**src/rtl/arbitro_rr_destino_if.sv**
```systemverilog
// Bundle between the arbiter, the input FIFO bank and the output FIFO bank.
// slave: arbiter side. master: FIFO-bank side, which drives status and head words.
interface arbitro_rr_destino_if #(
  parameter int unsigned FIFO_WORD_SIZE = 10
);
  logic                      empty_p0, empty_p1, empty_p2, empty_p3;
  logic [FIFO_WORD_SIZE-1:0] data_in_0, data_in_1, data_in_2, data_in_3;
  logic                      almostfull_p0, almostfull_p1, almostfull_p2, almostfull_p3;
  logic                      pop_p0, pop_p1, pop_p2, pop_p3;
  logic                      push_p0, push_p1, push_p2, push_p3;
  logic [FIFO_WORD_SIZE-1:0] data_out_0, data_out_1, data_out_2, data_out_3;

  modport slave (
    input  empty_p0, empty_p1, empty_p2, empty_p3,
    input  data_in_0, data_in_1, data_in_2, data_in_3,
    input  almostfull_p0, almostfull_p1, almostfull_p2, almostfull_p3,
    output pop_p0, pop_p1, pop_p2, pop_p3,
    output push_p0, push_p1, push_p2, push_p3,
    output data_out_0, data_out_1, data_out_2, data_out_3
  );

  modport master (
    output empty_p0, empty_p1, empty_p2, empty_p3,
    output data_in_0, data_in_1, data_in_2, data_in_3,
    output almostfull_p0, almostfull_p1, almostfull_p2, almostfull_p3,
    input  pop_p0, pop_p1, pop_p2, pop_p3,
    input  push_p0, push_p1, push_p2, push_p3,
    input  data_out_0, data_out_1, data_out_2, data_out_3
  );
endinterface

```
**src/rtl/arbitro_rr_destino.sv**
```systemverilog
// Round-robin arbiter/router: four input FIFOs -> four output FIFOs over one
// shared crossbar path. The two MSBs of each word select the output FIFO.
// Inputs whose destination is almost full are skipped.
// Optional macro ARB_STATS_EN: per-output saturating 8-bit push counters on
// pkt_count; without it pkt_count is tied to zero.
module arbitro_rr_destino #(
  parameter int unsigned FIFO_WORD_SIZE = 10
) (
  input  logic                   clk,
  input  logic                   reset_L,
  arbitro_rr_destino_if.slave    bus,
  output logic [1:0]             estado,
  output logic [31:0]            pkt_count
);

  localparam int unsigned W = FIFO_WORD_SIZE;

  typedef enum logic [1:0] {
    IDLE   = 2'b00,
    ACTIVE = 2'b01,
    STALL  = 2'b10
  } estado_t;

  estado_t        state_q, state_d;
  logic [1:0]     ptr_q, ptr_d;
  logic [3:0]     push_q, push_d;
  logic [W-1:0]   dout_q [4];
  logic [W-1:0]   dout_d [4];

  logic [3:0]     empty, afull, elig;
  logic [W-1:0]   din  [4];
  logic [1:0]     dest [4];
  logic           found;
  logic [1:0]     g;

  // Gather per-port inputs and work out which inputs may be served
  always_comb begin
    empty = {bus.empty_p3, bus.empty_p2, bus.empty_p1, bus.empty_p0};
    afull = {bus.almostfull_p3, bus.almostfull_p2, bus.almostfull_p1, bus.almostfull_p0};
    din[0] = bus.data_in_0;
    din[1] = bus.data_in_1;
    din[2] = bus.data_in_2;
    din[3] = bus.data_in_3;
    for (int unsigned i = 0; i < 4; i++) begin
      dest[i] = din[i][W-1:W-2];
      elig[i] = !empty[i] && !afull[dest[i]];
    end
  end

  // Round-robin search starting at ptr; first eligible input wins
  always_comb begin
    logic [1:0] idx;
    found = 1'b0;
    g     = '0;
    idx   = '0;
    for (int unsigned k = 0; k < 4; k++) begin
      idx = ptr_q + 2'(k);
      if (!found && elig[idx]) begin
        found = 1'b1;
        g     = idx;
      end
    end
  end

  // Datapath next state: route the granted word, advance the pointer past it
  always_comb begin
    ptr_d  = ptr_q;
    push_d = '0;
    for (int unsigned d = 0; d < 4; d++) dout_d[d] = dout_q[d];
    if (found) begin
      push_d[dest[g]] = 1'b1;
      dout_d[dest[g]] = din[g];
      ptr_d           = g + 2'd1;
    end
  end

  // Datapath registers; reset also discards a grant present in the reset cycle
  always_ff @(posedge clk) begin
    if (!reset_L) begin
      ptr_q  <= '0;
      push_q <= '0;
      for (int unsigned d = 0; d < 4; d++) dout_q[d] <= '0;
    end else begin
      ptr_q  <= ptr_d;
      push_q <= push_d;
      for (int unsigned d = 0; d < 4; d++) dout_q[d] <= dout_d[d];
    end
  end

  // FSM state register
  always_ff @(posedge clk) begin
    if (!reset_L) state_q <= IDLE;
    else          state_q <= state_d;
  end

  // FSM next state: classify the current cycle
  always_comb begin
    state_d = IDLE;
    if (found)        state_d = ACTIVE;
    else if (~&empty) state_d = STALL;
  end

  // Outputs: combinational pops, registered pushes/data, registered state
  always_comb begin
    logic [3:0] pop;
    pop = (found && reset_L) ? (4'b0001 << g) : '0;
    bus.pop_p0     = pop[0];
    bus.pop_p1     = pop[1];
    bus.pop_p2     = pop[2];
    bus.pop_p3     = pop[3];
    bus.push_p0    = push_q[0];
    bus.push_p1    = push_q[1];
    bus.push_p2    = push_q[2];
    bus.push_p3    = push_q[3];
    bus.data_out_0 = dout_q[0];
    bus.data_out_1 = dout_q[1];
    bus.data_out_2 = dout_q[2];
    bus.data_out_3 = dout_q[3];
    estado         = state_q;
  end

`ifdef ARB_STATS_EN
  logic [7:0] cnt_q [4];
  logic [7:0] cnt_d [4];

  // Counters follow push_d so they step on the same edge the push registers
  always_comb begin
    for (int unsigned d = 0; d < 4; d++) begin
      cnt_d[d] = cnt_q[d];
      if (push_d[d] && cnt_q[d] != 8'hFF) cnt_d[d] = cnt_q[d] + 8'd1;
    end
  end

  // Counter registers
  always_ff @(posedge clk) begin
    if (!reset_L) for (int unsigned d = 0; d < 4; d++) cnt_q[d] <= '0;
    else          for (int unsigned d = 0; d < 4; d++) cnt_q[d] <= cnt_d[d];
  end

  assign pkt_count = {cnt_q[3], cnt_q[2], cnt_q[1], cnt_q[0]};
`else
  assign pkt_count = '0;
`endif

endmodule
```
**src/flat_wrapper.sv**
```systemverilog
// flat-port wrapper written by rule: the top's interface ports become plain ports
module arbitro_rr_destino_flat 
#(
  parameter int unsigned FIFO_WORD_SIZE = 10
)
  (clk, reset_L, estado, pkt_count, bus_empty_p0, bus_empty_p1, bus_empty_p2, bus_empty_p3, bus_data_in_0, bus_data_in_1, bus_data_in_2, bus_data_in_3, bus_almostfull_p0, bus_almostfull_p1, bus_almostfull_p2, bus_almostfull_p3, bus_pop_p0, bus_pop_p1, bus_pop_p2, bus_pop_p3, bus_push_p0, bus_push_p1, bus_push_p2, bus_push_p3, bus_data_out_0, bus_data_out_1, bus_data_out_2, bus_data_out_3);
  arbitro_rr_destino_if #(.FIFO_WORD_SIZE(FIFO_WORD_SIZE)) bus_i ();
  input  logic clk;
  input  logic reset_L;
  output logic [1:0] estado;
  output logic [31:0] pkt_count;
  input wire logic [$bits(bus_i.empty_p0)-1:0] bus_empty_p0;
  input wire logic [$bits(bus_i.empty_p1)-1:0] bus_empty_p1;
  input wire logic [$bits(bus_i.empty_p2)-1:0] bus_empty_p2;
  input wire logic [$bits(bus_i.empty_p3)-1:0] bus_empty_p3;
  input wire logic [$bits(bus_i.data_in_0)-1:0] bus_data_in_0;
  input wire logic [$bits(bus_i.data_in_1)-1:0] bus_data_in_1;
  input wire logic [$bits(bus_i.data_in_2)-1:0] bus_data_in_2;
  input wire logic [$bits(bus_i.data_in_3)-1:0] bus_data_in_3;
  input wire logic [$bits(bus_i.almostfull_p0)-1:0] bus_almostfull_p0;
  input wire logic [$bits(bus_i.almostfull_p1)-1:0] bus_almostfull_p1;
  input wire logic [$bits(bus_i.almostfull_p2)-1:0] bus_almostfull_p2;
  input wire logic [$bits(bus_i.almostfull_p3)-1:0] bus_almostfull_p3;
  output wire logic [$bits(bus_i.pop_p0)-1:0] bus_pop_p0;
  output wire logic [$bits(bus_i.pop_p1)-1:0] bus_pop_p1;
  output wire logic [$bits(bus_i.pop_p2)-1:0] bus_pop_p2;
  output wire logic [$bits(bus_i.pop_p3)-1:0] bus_pop_p3;
  output wire logic [$bits(bus_i.push_p0)-1:0] bus_push_p0;
  output wire logic [$bits(bus_i.push_p1)-1:0] bus_push_p1;
  output wire logic [$bits(bus_i.push_p2)-1:0] bus_push_p2;
  output wire logic [$bits(bus_i.push_p3)-1:0] bus_push_p3;
  output wire logic [$bits(bus_i.data_out_0)-1:0] bus_data_out_0;
  output wire logic [$bits(bus_i.data_out_1)-1:0] bus_data_out_1;
  output wire logic [$bits(bus_i.data_out_2)-1:0] bus_data_out_2;
  output wire logic [$bits(bus_i.data_out_3)-1:0] bus_data_out_3;
  assign bus_i.empty_p0 = bus_empty_p0;
  assign bus_i.empty_p1 = bus_empty_p1;
  assign bus_i.empty_p2 = bus_empty_p2;
  assign bus_i.empty_p3 = bus_empty_p3;
  assign bus_i.data_in_0 = bus_data_in_0;
  assign bus_i.data_in_1 = bus_data_in_1;
  assign bus_i.data_in_2 = bus_data_in_2;
  assign bus_i.data_in_3 = bus_data_in_3;
  assign bus_i.almostfull_p0 = bus_almostfull_p0;
  assign bus_i.almostfull_p1 = bus_almostfull_p1;
  assign bus_i.almostfull_p2 = bus_almostfull_p2;
  assign bus_i.almostfull_p3 = bus_almostfull_p3;
  assign bus_pop_p0 = bus_i.pop_p0;
  assign bus_pop_p1 = bus_i.pop_p1;
  assign bus_pop_p2 = bus_i.pop_p2;
  assign bus_pop_p3 = bus_i.pop_p3;
  assign bus_push_p0 = bus_i.push_p0;
  assign bus_push_p1 = bus_i.push_p1;
  assign bus_push_p2 = bus_i.push_p2;
  assign bus_push_p3 = bus_i.push_p3;
  assign bus_data_out_0 = bus_i.data_out_0;
  assign bus_data_out_1 = bus_i.data_out_1;
  assign bus_data_out_2 = bus_i.data_out_2;
  assign bus_data_out_3 = bus_i.data_out_3;
  arbitro_rr_destino #(.FIFO_WORD_SIZE(FIFO_WORD_SIZE)) u_core (.clk(clk), .reset_L(reset_L), .bus(bus_i), .estado(estado), .pkt_count(pkt_count));
endmodule
```
**config.mk**
```make
export PLATFORM = sky130hd
export DESIGN_NAME = arbitro_rr_destino_flat
export DESIGN_NICKNAME = d
export VERILOG_FILES = /design/src/rtl/arbitro_rr_destino_if.sv /design/src/rtl/arbitro_rr_destino.sv /design/src/flat_wrapper.sv
export SDC_FILE = /design/constraint.sdc
export NUM_CORES = 1
export LEC_CHECK = 0
export CORE_UTILIZATION = 46
export CTS_BUF_LIST = sky130_fd_sc_hd__clkbuf_16
export DETAILED_ROUTE_END_ITERATION = 7
export GPL_ROUTABILITY_DRIVEN = 0
export PLACE_DENSITY = 0.95
export SYNTH_ARGS = -nofsm -noshare
export SYNTH_HDL_FRONTEND = slang
export SYNTH_SLANG_ARGS = --single-unit
```
**constraint.sdc**
```tcl
create_clock -name clk -period 5.09 [get_ports clk]
set_clock_uncertainty 0.1 [all_clocks]
set_input_delay 0.7635 -clock clk [delete_from_list [all_inputs] [get_ports clk]]
set_output_delay 0.7635 -clock clk [all_outputs]
set_load 0.02 [all_outputs]
```
==> impl_metrics.tcl, run 1 <==
set metrics [dict create \
    rows 28 \
    seq_area_frac_synth_pct 32.3 \
    cts.sinks 48 \
    dr.first_iter.drc_count 225 \
    ff2ff_setup_slack_ns 1.96 \
    finalSetupViolCount 0 \
    startpoint_type "input pin" \
    cts_hold_buffers 0 \
    fillers 498 \
    hold_viol_final 0 \
    reg2reg_depth 7 \
    drive_above_1_share_pct 7.67 \
    die_h_um 82.4 \
    cts_tree "built" \
    drt_wl_total_um 8150 \
    outcome "finished clean" \
    postCtsSetupRepairBufs 0 \
    wl_met2_um 3890 \
    setup_tns_ns 0 \
    hold_path_depth 2 \
    cts_buffers 5 \
    syn_inst 318 \
    max_freq_mhz 215 \
    antenna_found_initial 0 \
    areaGrowthSynthToFinish_pct 33.2 \
    p_leak_uw 0.00155 \
    worstHoldEndpoint "u_core.dout_q[3][8]$_SDFFE_PN0P_" \
    dp_hpwl_um 6010 \
    worstPathArrival_ns 3.78 \
    whs_ns 0.349 \
    critPathKind "in -> out" \
    routedWlPerCell_um 17.0 \
    ctsHtreeMaxLevel 2 \
    wl_met1_um 3140 \
    die_x_um 82.4 \
    yosys_warnings 0 \
    nets 457 \
    viasPerCell 6.01 \
    worstPathRequired_ns 4.23 \
    clockRootBuffer "clkbuf_16" \
    mostFrequentLayoutCells "99 x clkdlybuf4s50_1, 48 x dfxtp_1, 32 x o2111ai_1, 32 x conb_1" \
    slew_headroom_pct 44.1 \
    drv_slew 0 \
    worst-path-max-fanout 7 \
    reg2reg_to "u_core.dout_q[1][9]$_SDFFE_PN0P_" \
    clkTransAtPathRegs_ns 0.06 \
    cts.path.max_buffers 2 \
    synth_enable_flop_cells 0 \
    power.density_nw_per_um2 315 \
    end_kind "primary output" \
    firstDrtPassIters 5 \
    n_antenna_cell 0 \
    hold_start "u_core.dout_q[3][8]$_SDFFE_PN0P_" \
    ys_async_sr_fraction_pct 0 \
    ir_drop_uv 238 \
    die_area_um2 6800 \
    track_usage_pct 24.1 \
    drc 0 \
    synthFlopType "dfxtp_1" \
    worst_pin_slew_ns 0.838 \
    holdCritPathClass "reg -> reg" \
    port_buffers 99 \
    period_needed_ns 4.65 \
    layout_commonest_cell "clkdlybuf4s50_1" \
    cts_resized 0 \
    initial_core_util_pct 48.8 \
    max-cap-violations 0 \
    gr-total-overflow 0 \
    multiInputGateArea_um2 1700 \
    design.core.area_um2 6100 \
    rsz0062_at_grt "no" \
    synthDistinctLibCells 44 \
    vias 2878 \
    route.met3.wl_um 919 \
    post-route-period-util_pct 91.3 \
    ant_nets 0 \
    avgSynthCellArea_um2 9.36 \
    grt_max_degree 43 \
    regArea_um2 961 \
    r2r-start "u_core.ptr_q[0]$_SDFFE_PN0P_" \
    grt_pass1_wl_um 12200 \
    synth_area_um2 2980 \
    grt_pass1_vias 2502 \
    ys_ff_latch 48 \
    top_layer "met4" \
    clk_latency_ns 0.28 \
    io_pins 132 \
]
cells by family (layout without fill, tap and decap cells):
group           count (synthesis)  in the layout  share of synthesized area (%)
mux                            35             35                           12.7
other cells                     1             32                          0.126
compound gates                108            108                           29.7
flops                          48             48                           32.3
simple gates                   55             55                           9.04
buf+inv                        67            122                           14.5
fa+ha+maj                       4              4                           1.68
metrics by stage:
stage / cell area [um^2] / setup WS, ns / power (uW) / instances / utilization, %
2_1_floorplan: 3090 / 1.42 / 778 / 349 / -
3_3_place_gp: 3820 / 0.588 / 926 / 471 / 62.7
3_5_place_dp: 3820 / 0.465 / 937 / 471 / 62.7
4_1_cts: 3960 / 0.459 / 1250 / 479 / 65.0
5_1_grt: 3960 / 0.181 / 1310 / 479 / 65.0
6_report: 3960 / 0.442 / 1250 / 479 / 65.0
synth_stat cells (5+ instances only):
library cell	count	area share [%]
a21oi_1	6	1.0
buf_4	34	8.6
clkbuf_1	14	1.8
dfxtp_1	48	32
inv_1	9	1.1
mux2_2	8	3.0
mux2i_1	25	8.4
nand2_1	10	1.3
nand3_1	5	0.84
nor2_1	18	2.3
nor2b_1	8	1.7
o2111ai_1	32	9.4
o211ai_1	15	3.8
o31ai_1	25	6.3
o31ai_2	7	2.9
how the worst max path moves through the flow:
stage / slack, ns / to / from
2_1_floorplan: 1.42 / bus_pop_p1 / bus_data_in_2[8]
3_3_place_gp: 0.59 / bus_pop_p3 / bus_data_in_2[8]
3_5_place_dp: 0.46 / bus_pop_p3 / bus_data_in_3[8]
4_1_cts: 0.46 / bus_pop_p3 / bus_data_in_3[8]
5_1_grt: 0.18 / bus_pop_p2 / bus_data_in_3[8]
6_report: 0.44 / bus_pop_p3 / bus_data_in_2[8]
routing by layer:
metal | up-vias | GRT usage (%)
li1 | 1325 | -
met1 | 1345 | 29.0
met2 | 189 | 41.2
met3 | 19 | 6.26
met4 | 0 | 8.60
met5 | - | 0
area by class of cell:
| type | instances | share of cell area, % |
|---|---|---|
| sequential | 48 | 24.2 |
| inverter | 10 | 0.947 |
| multi-input combinational | 234 | 42.9 |
| clock inverter | 3 | 0.410 |
| tap | 75 | 2.37 |
| clock buffer | 5 | 3.16 |
| timing repair buffer | 104 | 25.9 |
report_power, final:
part           internal (uW)  total, uW  switching [uW]
clock                    179        314             135
combinational            200        483             284
sequential               422        451            28.4
total                    801       1250             447
critical path, cell delays in order:
cell             delay, ns
clkdlybuf4s50_1       0.55
mux4_2                0.53
or2_1                 0.31
o22ai_1               0.24
a21oi_1               0.19
nand2_1               0.25
inv_1                 0.11
ha_1                  0.19
and2_1                0.13
clkdlybuf4s50_1       0.53
registers in the layout, summed over array words and instances, names as in the netlist:
| signal | count |
|---|---|
| u_core.ptr_q | 2 |
| u_core.push_q | 4 |
| u_core.dout_q | 40 |
| u_core.estado | 2 |
(Power assumes the default switching activity.)
==> run 2: changes to the inputs <==
--- a/config.mk
+++ b/config.mk
@@ -5,10 +5,12 @@
 export SDC_FILE = /design/constraint.sdc
 export NUM_CORES = 1
 export LEC_CHECK = 0
+export CAP_MARGIN = 20
 export CORE_UTILIZATION = 46
 export CTS_BUF_LIST = sky130_fd_sc_hd__clkbuf_16
 export DETAILED_ROUTE_END_ITERATION = 7
 export GPL_ROUTABILITY_DRIVEN = 0
+export GPL_TIMING_DRIVEN = 0
 export PLACE_DENSITY = 0.95
 export SYNTH_ARGS = -nofsm -noshare
 export SYNTH_HDL_FRONTEND = slang
==> run 2 against run 1 <==
  * Clock power grew 4%
  * Global-route usage grew 1.8 points
  * Via count grew 3.7%
  * Setup slack lost 0.23 ns
  * Final area grew 8.6%
  * Critical path type unchanged
  * Largest cell class unchanged
==> impl_metrics.tcl, run 2 (synthesis results as in run 1) <==
set metrics [dict create \
    hold_viol_final 0 \
    setup_tns_ns 0 \
    cts_resized 0 \
    die_h_um 82.4 \
    p_leak_uw 0.00177 \
    routedWlPerCell_um 16.7 \
    grt_pass1_vias 2693 \
    clk_latency_ns 0.29 \
    max_stage_delay_ns 0.59 \
    seqPwrFrac_pct 34.3 \
    worst-path-max-fanout 12 \
    layout_commonest_cell "clkdlybuf4s50_1" \
    ant_nets 0 \
    clockRootBuffer "clkbuf_16" \
    viasPerCell 5.64 \
    dr.first_iter.drc_count 301 \
    fin_util_pct 70.6 \
    startpoint_type "input pin" \
    max-cap-violations 0 \
    die_area_um2 6800 \
    port_buffers 98 \
    cts.sinks 48 \
    critical-path-slowest-cell "clkdlybuf4s50_1" \
    ir_drop_uv 184 \
    crit_path_frequent_cell "clkdlybuf4s50_1" \
    ctsHtreeMaxLevel 2 \
    drc 0 \
    antenna_found_initial 0 \
    clkTransAtPathRegs_ns 0.07 \
    grt_max_degree 16 \
    max_freq_mhz 205 \
    holdCritPathClass "reg -> reg" \
    design.core.area_um2 6100 \
    drv_slew 0 \
    drt_wl_total_um 8860 \
    vias 2984 \
    die_x_um 82.4 \
    cts.path.max_buffers 2 \
    dp_hpwl_um 6600 \
    cts_hold_buffers 0 \
    post-route-period-util_pct 95.9 \
    wl_met1_um 3520 \
    worst_pin_slew_ns 0.816 \
    worstPathArrival_ns 4.02 \
    pwr-share-clk_pct 25.0 \
    hold_start "u_core.dout_q[3][8]$_SDFFE_PN0P_" \
    combPwrFrac_pct 40.6 \
    top_register "u_core.dout_q" \
    n_antenna_cell 0 \
    critPathKind "in -> out" \
    firstDrtPassIters 5 \
    io_pins 132 \
    rsz0062_at_grt "no" \
    critPathLaunch "bus_data_in_2[8]" \
    grt_pass1_wl_um 13200 \
    cts_buffers 5 \
    power.density_nw_per_um2 304 \
    slew_headroom_pct 45.4 \
    netSwitchingFraction_pct 36.1 \
    stdcell_area_um2 4310 \
    end_kind "primary output" \
    largest_register_ff_count 40 \
    postCtsSetupRepairBufs 0 \
    r2r-start "u_core.ptr_q[0]$_SDFFE_PN0P_" \
    nets 507 \
    areaGrowthSynthToFinish_pct 44.7 \
    rows 28 \
    initial_core_util_pct 48.8 \
    switchingPower_uw 472 \
    period_needed_ns 4.88 \
    worstPathRequired_ns 4.23 \
    drive_above_1_share_pct 15.4 \
    p_int_uw 836 \
    path_cells "clkdlybuf4s50_1 > mux4_2 > or2_1 > buf_2 > o22ai_1 > a21oi_1 > nand2_1 > inv_1 > ha_1 > and2_1 > clkdlybuf4s50_1" \
    route.met3.wl_um 949 \
    gr-total-overflow 0 \
    top_layer "met4" \
    whs_ns 0.348 \
    wl_met2_um 4260 \
    dpl_cell_area_um2 4170 \
    reg_top3 "u_core.dout_q x40, u_core.push_q x4" \
    cts_tree "built" \
    outcome "finished clean" \
    track_usage_pct 25.9 \
    mostFrequentLayoutCells "98 x clkdlybuf4s50_1, 48 x dfxtp_1, 34 x buf_4, 32 x o2111ai_1, 32 x conb_1" \
    finalSetupViolCount 0 \
]
run 2: power groups by stage:
stage               Sequential, uW  Combinational [uW]  Clock [uW]
global placement               455                 514           0
finish                         449                 531         328
CTS                            448                 529         327
global route                   454                 566         342
detailed placement             456                 525           0
floorplan                      504                 274           0
run 2: final timing paths:
kind                                 endpoint  slack, ns  depth (start not counted)
max                                bus_pop_p1       0.21                         11
min          u_core.dout_q[3][8]$_SDFFE_PN0P_       0.35                          2
max reg2reg  u_core.dout_q[2][9]$_SDFFE_PN0P_       2.08                         10
min reg2reg  u_core.dout_q[3][8]$_SDFFE_PN0P_       0.35                          2
run 2: worst max-delay path: cells and delay by family:
family | cells | cell delay [ns]
AO/OA/AOI/OAI | 2 | 0.35
adder cells (fa/ha/maj) | 1 | 0.19
buffers and inverters | 4 | 1.40
multiplexers | 1 | 0.54
AND/OR/NAND/NOR | 3 | 0.75
run 2: final cells by class:
class / instances / area, um^2
plain buffers: 56 / 389
clock buffers: 5 / 125
clock inverters: 3 / 17.5
fillers: 475 / 1790
inverters: 10 / 37.5
multi-input cells: 234 / 1700
flip-flops and latches: 48 / 961
well taps: 75 / 93.8
repair buffers: 98 / 981
run 2: through the flow:
step	setup WS [ns]	power, uW	cells
finish	0.210	1310	529
global route	0.0136	1360	529
CTS	0.0156	1300	530
detailed placement	0.0124	980	522
global placement	0.0823	969	522
floorplan	1.42	778	349
run 2: routing by layer:
layer	GRT usage, %	vias to the layer above
li1	-	1424
met1	31.5	1367
met2	46.5	175
met3	4.51	18
met4	7.19	0
met5	0	-
==> run 3: changes to the inputs <==
--- a/config.mk
+++ b/config.mk
@@ -10,7 +10,6 @@
 export CTS_BUF_LIST = sky130_fd_sc_hd__clkbuf_16
 export DETAILED_ROUTE_END_ITERATION = 7
 export GPL_ROUTABILITY_DRIVEN = 0
-export GPL_TIMING_DRIVEN = 0
 export PLACE_DENSITY = 0.95
 export SYNTH_ARGS = -nofsm -noshare
 export SYNTH_HDL_FRONTEND = slang
==> results of run 3 <==
The final DEF is identical to that of run 1; final timing and power are the same.
